File: config.mk
export PLATFORM = sky130hd
export DESIGN_NAME = uart_host_ctrl
export DESIGN_NICKNAME = d
export VERILOG_FILES = /design/src/rtl/uart_host_ctrl.sv
export SDC_FILE = /design/constraint.sdc
export NUM_CORES = 1
export LEC_CHECK = 0
export BUFFER_PORTS_ARGS = -buffer_cell sky130_fd_sc_hd__buf_2
export CORE_MARGIN = 1
export CORE_UTILIZATION = 48
export DETAILED_ROUTE_END_ITERATION = 12
export GPL_ROUTABILITY_DRIVEN = 0
export PLACE_DENSITY = 0.73
export SLEW_MARGIN = 20
export SYNTH_ARGS = -nofsm -noshare
export SYNTH_HDL_FRONTEND = slang
export SYNTH_SLANG_ARGS = --single-unit
File: constraint.sdc
create_clock -name clk -period 2 [get_ports clk]
set_input_delay 0.1 -clock clk [delete_from_list [all_inputs] [get_ports clk]]
set_output_delay 0.1 -clock clk [all_outputs]
set_load 0.02 [all_outputs]
File: src/rtl/uart_host_ctrl.sv
// uart_host_ctrl: bus master for the uart_regs register port.
// Configures divisor/LCR/FCR/IER on request, then services the UART by
// polling LSR, feeding THR from a TX byte stream and draining RB into an
// RX byte stream through a one-entry holding register.
module uart_host_ctrl #(
  parameter int         FIFO_DEPTH = 16,
  parameter int         SETTLE     = 3,
  parameter logic [7:0] FCR_INIT   = 8'hC6
) (
  input  logic        clk,
  input  logic        wb_rst_ni,
  input  logic        cfg_start_i,
  input  logic [15:0] cfg_div_i,
  input  logic [6:0]  cfg_lcr_i,
  output logic        cfg_done_o,
  output logic        cfg_err_o,
  output logic [2:0]  uart_addr_o,
  output logic [7:0]  uart_dat_o,
  output logic        uart_we_o,
  output logic        uart_re_o,
  input  logic [7:0]  uart_dat_i,
  input  logic [7:0]  tx_data_i,
  input  logic        tx_valid_i,
  output logic        tx_ready_o,
  output logic [7:0]  rx_data_o,
  output logic        rx_valid_o,
  input  logic        rx_ready_i,
  output logic [4:0]  rx_err_o
);

  localparam int CW = $clog2(FIFO_DEPTH + 1);
  localparam int SW = (SETTLE > 1) ? $clog2(SETTLE + 1) : 1;

  localparam logic [2:0] A_RB  = 3'd0;
  localparam logic [2:0] A_IE  = 3'd1;
  localparam logic [2:0] A_FC  = 3'd2;
  localparam logic [2:0] A_LC  = 3'd3;
  localparam logic [2:0] A_LS  = 3'd5;

  typedef enum logic [3:0] {
    S_IDLE, C_LCRD, C_DLL, C_DLM, C_LCR, C_FCR, C_IER,
    S_WAIT, S_POLL, S_DECIDE, S_RD, S_WR
  } state_t;

  state_t         state;
  logic [15:0]    div_q;
  logic [6:0]     lcr_q;
  logic [7:0]     lsr_q;
  logic [CW-1:0]  credit;
  logic [SW-1:0]  wcnt;
  logic           cfg_go;
  logic           bus_idle;

  assign cfg_go   = cfg_start_i && (cfg_div_i != 16'd0);
  assign bus_idle = !uart_we_o && !uart_re_o;

  // A byte is taken only in WR with credit left; a restarting configuration
  // refuses it so the registered write slot is not lost to the LC write.
  assign tx_ready_o = (state == S_WR) && tx_valid_i && (credit != '0) && !cfg_go;

  // Main FSM: registered bus strobes are loaded together with the next state,
  // so each state's access is on the bus during the cycle the FSM sits there.
  // Accepted TX bytes appear on the bus the cycle after the handshake.
  always_ff @(posedge clk or negedge wb_rst_ni) begin
    if (!wb_rst_ni) begin
      state       <= S_IDLE;
      div_q       <= '0;
      lcr_q       <= '0;
      lsr_q       <= '0;
      credit      <= '0;
      wcnt        <= '0;
      cfg_done_o  <= 1'b0;
      cfg_err_o   <= 1'b0;
      uart_addr_o <= '0;
      uart_dat_o  <= '0;
      uart_we_o   <= 1'b0;
      uart_re_o   <= 1'b0;
      rx_data_o   <= '0;
      rx_valid_o  <= 1'b0;
      rx_err_o    <= '0;
    end else begin
      uart_we_o   <= 1'b0;
      uart_re_o   <= 1'b0;
      uart_addr_o <= '0;
      uart_dat_o  <= '0;

      if (rx_valid_o && rx_ready_i) rx_valid_o <= 1'b0;
      // RD is only entered with the holding register empty, so no overwrite.
      if (state == S_RD) begin
        rx_data_o  <= uart_dat_i;
        rx_valid_o <= 1'b1;
      end

      if (cfg_start_i && (cfg_div_i == 16'd0)) cfg_err_o <= 1'b1;

      if (cfg_go) begin
        div_q       <= cfg_div_i;
        lcr_q       <= cfg_lcr_i;
        cfg_err_o   <= 1'b0;
        cfg_done_o  <= 1'b0;
        rx_err_o    <= '0;
        credit      <= '0;
        state       <= C_LCRD;
        uart_we_o   <= 1'b1;
        uart_addr_o <= A_LC;
        uart_dat_o  <= {1'b1, cfg_lcr_i};
      end else begin
        case (state)
          S_IDLE: state <= S_IDLE;
          C_LCRD: begin
            state <= C_DLL;
            uart_we_o <= 1'b1; uart_addr_o <= A_RB; uart_dat_o <= div_q[7:0];
          end
          C_DLL: begin
            state <= C_DLM;
            uart_we_o <= 1'b1; uart_addr_o <= A_IE; uart_dat_o <= div_q[15:8];
          end
          C_DLM: begin
            state <= C_LCR;
            uart_we_o <= 1'b1; uart_addr_o <= A_LC; uart_dat_o <= {1'b0, lcr_q};
          end
          C_LCR: begin
            state <= C_FCR;
            uart_we_o <= 1'b1; uart_addr_o <= A_FC; uart_dat_o <= FCR_INIT;
          end
          C_FCR: begin
            state <= C_IER;
            uart_we_o <= 1'b1; uart_addr_o <= A_IE; uart_dat_o <= 8'h00;
          end
          C_IER: begin
            state      <= S_WAIT;
            wcnt       <= '0;
            cfg_done_o <= 1'b1;
          end
          // Count only cycles with a quiet bus, so a trailing THR write
          // does not eat into the settle time before the next LSR read.
          S_WAIT: begin
            if (bus_idle) begin
              if (wcnt == SW'(SETTLE - 1)) begin
                state <= S_POLL;
                uart_re_o <= 1'b1; uart_addr_o <= A_LS;
              end else begin
                wcnt <= wcnt + 1'b1;
              end
            end
          end
          S_POLL: begin
            lsr_q    <= uart_dat_i;
            rx_err_o <= rx_err_o | {uart_dat_i[7], uart_dat_i[4:1]};
            if (uart_dat_i[5]) credit <= CW'(FIFO_DEPTH);
            state    <= S_DECIDE;
          end
          S_DECIDE: begin
            if (lsr_q[0] && !rx_valid_o) begin
              state <= S_RD;
              uart_re_o <= 1'b1; uart_addr_o <= A_RB;
            end else if (tx_valid_i && (credit != '0)) begin
              state <= S_WR;
            end else begin
              state <= S_WAIT;
              wcnt  <= '0;
            end
          end
          // DR reads stale right after an RB read; always settle before polling.
          S_RD: begin
            state <= S_WAIT;
            wcnt  <= '0;
          end
          S_WR: begin
            if (tx_ready_o) begin
              uart_we_o <= 1'b1; uart_addr_o <= A_RB; uart_dat_o <= tx_data_i;
              credit    <= credit - 1'b1;
              if (credit == CW'(1)) begin
                state <= S_WAIT;
                wcnt  <= '0;
              end
            end else begin
              state <= S_WAIT;
              wcnt  <= '0;
            end
          end
          default: state <= S_IDLE;
        endcase
      end
    end
  end

endmodule

==> summary.md <==
| Metric | Value |
|---|---|
| Post-Syn Instances | `roughly 320` |
| R2R cell count | `7` |
| Async SR Flop Fraction | `100%` |
| Met3 Use GR | `8.22%` |
| Detailed placer's ending HPWL | `5480 microns` |
| Clock slew at reported path FFs | `0.07 ns` |
| Share of cells above drive strength 1 | `between 30% and 40%` |
| Power, Total | `roughly 3.4 mW` |
| Die height | `between 80 and 90 microns` |
| Antenna Cells | `0` |
| Setup TNS | `-0.126 ns` |
| Area of the multi-input gates | `1400 sq um` |
| Arr. time, crit path | `about 2.3 ns` |
| Post-synthesis register bit count | `64` |
| Final hold vios | `0` |
| Violated checks | `setup timing` |
| Kind of critical path | `reg -> reg` |
| Routed len/inst | `15.6 microns` |
| Global-route wire length before repair | `between 10,000 and 15,000 microns` |
| GR Util met1 | `35.8%` |
| Finished Layout Cells | `about 540` |
| P_sw | `~0.93 mW` |
| GR Overflow Total | `0` |
| Ys flop type | `dfrtp_1` |
| Starting Density | `50.7%` |
| Max VDD drop | `approximately 500 uV` |
| CTS tree | `done` |
| Internal power | `2.49 mW` |
| Router iterations before antenna repair | `5` |
| Tmin final | `approximately 2.1 ns` |
| Synth cell types | `48` |
| Crit path launch type | `register` |
| Max Fclk | `485 MHz` |
| Root Driver | `clkbuf_8` |
| Comb pwr share | `about a fifth` |
| Row count | `28` |
| Post-Route WL | `8380 microns` |
| Full die area | `about 6700 sq um` |
| CTS Sinks | `64` |
| GRT Total Usage | `27.4%` |
| Hold depth | `2` |
| CP Max Fanout | `4` |
| Initial antenna violation count | `0` |
| Fillcell total | `between 400 and 500` |
| GR Layer Usage met2 | `a little over two fifths` |
| Final-report setup violation count | `3` |
| Total core area | `about 6000 sq um` |
| Grt peak-use layer | `met2` |
| Pwr Density | `~780 nW/um^2` |
| Largest net degree at the start of global routing | `65` |
| Final worst path period share | `103%` |
| Syn Nets | `around 370` |
| Layout area overhead | `42.6%` |
| Num CTS Buffers | `9` |
| Sequential share of power | `between 40% and 50%` |
| Iter 0 DRT Violations | `approximately 180` |
| Total of max-cap violations | `0` |
| Final hold slack | `0.0181 ns` |
| Leak | `2.20 nW` |
| Seq/Total Area, Yosys | `a little over half` |
| Pre-CTS WS | `-0.0856 ns` |
| Slew @ Worst Pin | `around 0.54 ns` |
| Worst-Skew Late Latency | `approximately 0.34 ns` |
| Fin nets | `a little over 500` |
| EDFF count, synth | `0` |
| Vias in the first global route | `around 2,900` |
| Final ANT Viol Nets | `0` |
| Clock Skew | `between 0.009 and 0.01 ns` |
| Vias per inst | `between 5 and 6` |
| Via Count | `slightly below 3,000` |
| DRC errors left | `0` |
| Synth Cell Area | `roughly 3100 sq um` |
| Worst slew margin | `between 60% and 70%` |
| Fin. max-slew vios | `0` |
| Net switching share of the total power | `between 20 and 30%` |
| H-tree depth | `3` |
| Setup WS post-layout | `-0.0607 ns` |
| Port Buf Inserts | `73` |
| I/O pin total | `74` |
| CP endpoint kind | `register` |
| Critical path required time | `2.22 ns` |
| Syn Area/Cell | `roughly 9.4 sq um` |
| Hold crit path type | `in -> reg` |
| Die W | `between 80 and 90 microns` |
| Clock tree buffer depth | `2` |
| Clk pwr share | `about 39%` |
| Yosys warns | `0` |
| Dpl cells | `slightly below 500` |
| RSZ-0062 raised after global routing | `yes` |
| Status | `finished with violations` |
| Register Area | `around 1600 sq um` |
cells by family after synthesis:
family / after synthesis / synth area share, %
AO/OA/AOI/OAI: 64 / 14.3
adder cells (fa/ha/maj): 5 / 1.97
buffers and inverters: 29 / 3.81
flip-flops: 64 / 52.4
multiplexers: 18 / 6.47
AND/OR/NAND/NOR: 144 / 21.1
timing repair:
item | CTS | global route
hold endpoints to repair | 100 | 0
setup endpoints to repair | 4 | 12
hold buffers | 35 | 0
pin swaps | 0 | 3
gates resized for setup | 9 | 7
cloned | 0 | 0
setup buffers | 1 | 0
sequential cells by signal, indices dropped and copies added, names as in the netlist:
signal / cells
div_q: 16
rx_data_o: 8
uart_dat_o: 8
lcr_q: 7
credit: 5
rx_err_o: 5
state: 4
uart_addr_o: 3
wcnt: 2
cfg_done_o: 1
cfg_err_o: 1
lsr_q: 1
rx_valid_o: 1
uart_re_o: 1
uart_we_o: 1
synthesized netlist by cell type (2+ instances only):
cell       n  area, sq um
mux2_1     2         22.5
a22oi_1    2         15.0
mux2i_1    4         40.0
nor2_1    19         71.3
a21oi_1   19         95.1
ha_1       4         50.1
dfrtp_1   64         1600
nand2_1   92          345
mux2_2    12          135
a211oi_1   2         15.0
buf_1      3         11.3
a31oi_1    8         50.1
nor3_1     4         20.0
inv_1     11         41.3
nor4_1     4         25.0
o22ai_1    2         12.5
a222oi_1   3         30.0
o31ai_1    2         15.0
o21ai_0   13         65.1
nor2b_1    5         31.3
clkbuf_1  12         45.0
nand4_1    3         18.8
nand3_1    5         25.0
nand2b_1   5         31.3
area by class of cell:
| cell class | instances | share of cell area [%] |
|---|---|---|
| clock inverters | 4 | 1.72 |
| well taps | 75 | 2.15 |
| repair buffers | 140 | 22.4 |
| clock buffers | 12 | 3.79 |
| inverters | 13 | 1.18 |
| flip-flops and latches | 64 | 36.8 |
| multi-input cells | 231 | 32.0 |
worst max-delay path, stage by stage (launching register included):
cell and delay, ns:
dfrtp_1 0.39, inv_2 0.06, ha_1 0.13, or4b_4 0.47, and3_4 0.18, a21boi_4 0.15
nor4_4 0.22, mux2_4 0.33
cell usage in the layout, fill, tap and decap left out, drive strengths merged, types with 4 or more instances in the layout:
cell type / Yosys / layout
buf: 4 / 105
nand2: 92 / 92
dfrtp: 64 / 64
dlygate4sd3: 0 / 35
nor2: 19 / 19
a21oi: 19 / 19
mux2: 14 / 14
o21ai: 13 / 13
clkbuf: 12 / 12
inv: 12 / 12
a31oi: 8 / 8
nor4: 6 / 6
nor2b: 5 / 5
nand3: 5 / 5
nand2b: 5 / 5
nor3: 5 / 5
mux2i: 4 / 4
ha: 4 / 4
stage by stage:
step                utilization, %  instance area, sq um
CTS                           71.6                  4310
floorplan                        -                  3060
global route                  72.3                  4360
finish                        72.3                  4360
detailed placement            61.3                  3690
global placement              61.3                  3690
final timing paths:
kind                                       startpoint                        to  slack (ns)
worst max-delay path            credit[0]$_DFFE_PN0P_       wcnt[1]$_DFFE_PN0P_       -0.06
worst min-delay path                    uart_dat_i[3]  rx_data_o[3]$_DFFE_PN0P_        0.02
worst max register to register  credit[0]$_DFFE_PN0P_       wcnt[1]$_DFFE_PN0P_       -0.06
worst min register to register   lcr_q[4]$_DFFE_PN0P_      lcr_q[4]$_DFFE_PN0P_        0.48
max in group asynchronous                   wb_rst_ni   uart_dat_o[2]$_DFF_PN0_        1.41
min in group asynchronous                   wb_rst_ni     credit[2]$_DFFE_PN0P_        0.29
power groups by stage:
stage                     Combinational (mW)  Clock (mW)  Sequential [mW]
after global routing                   0.707        1.40             1.47
after global placement                 0.534           0             1.47
after detailed placement               0.547           0             1.47
after CTS                              0.611        1.34             1.45
after floorplan                        0.288           0             1.50
final                                  0.646        1.32             1.45
layer usage:
layer  up-vias  routed length (microns)
met1      1394                     3640
met4         0                      218
met5         -                        0
met3        20                      601
met2       126                     3930
li1       1395                        -
Note: power is estimated with default switching activity, not from simulation.
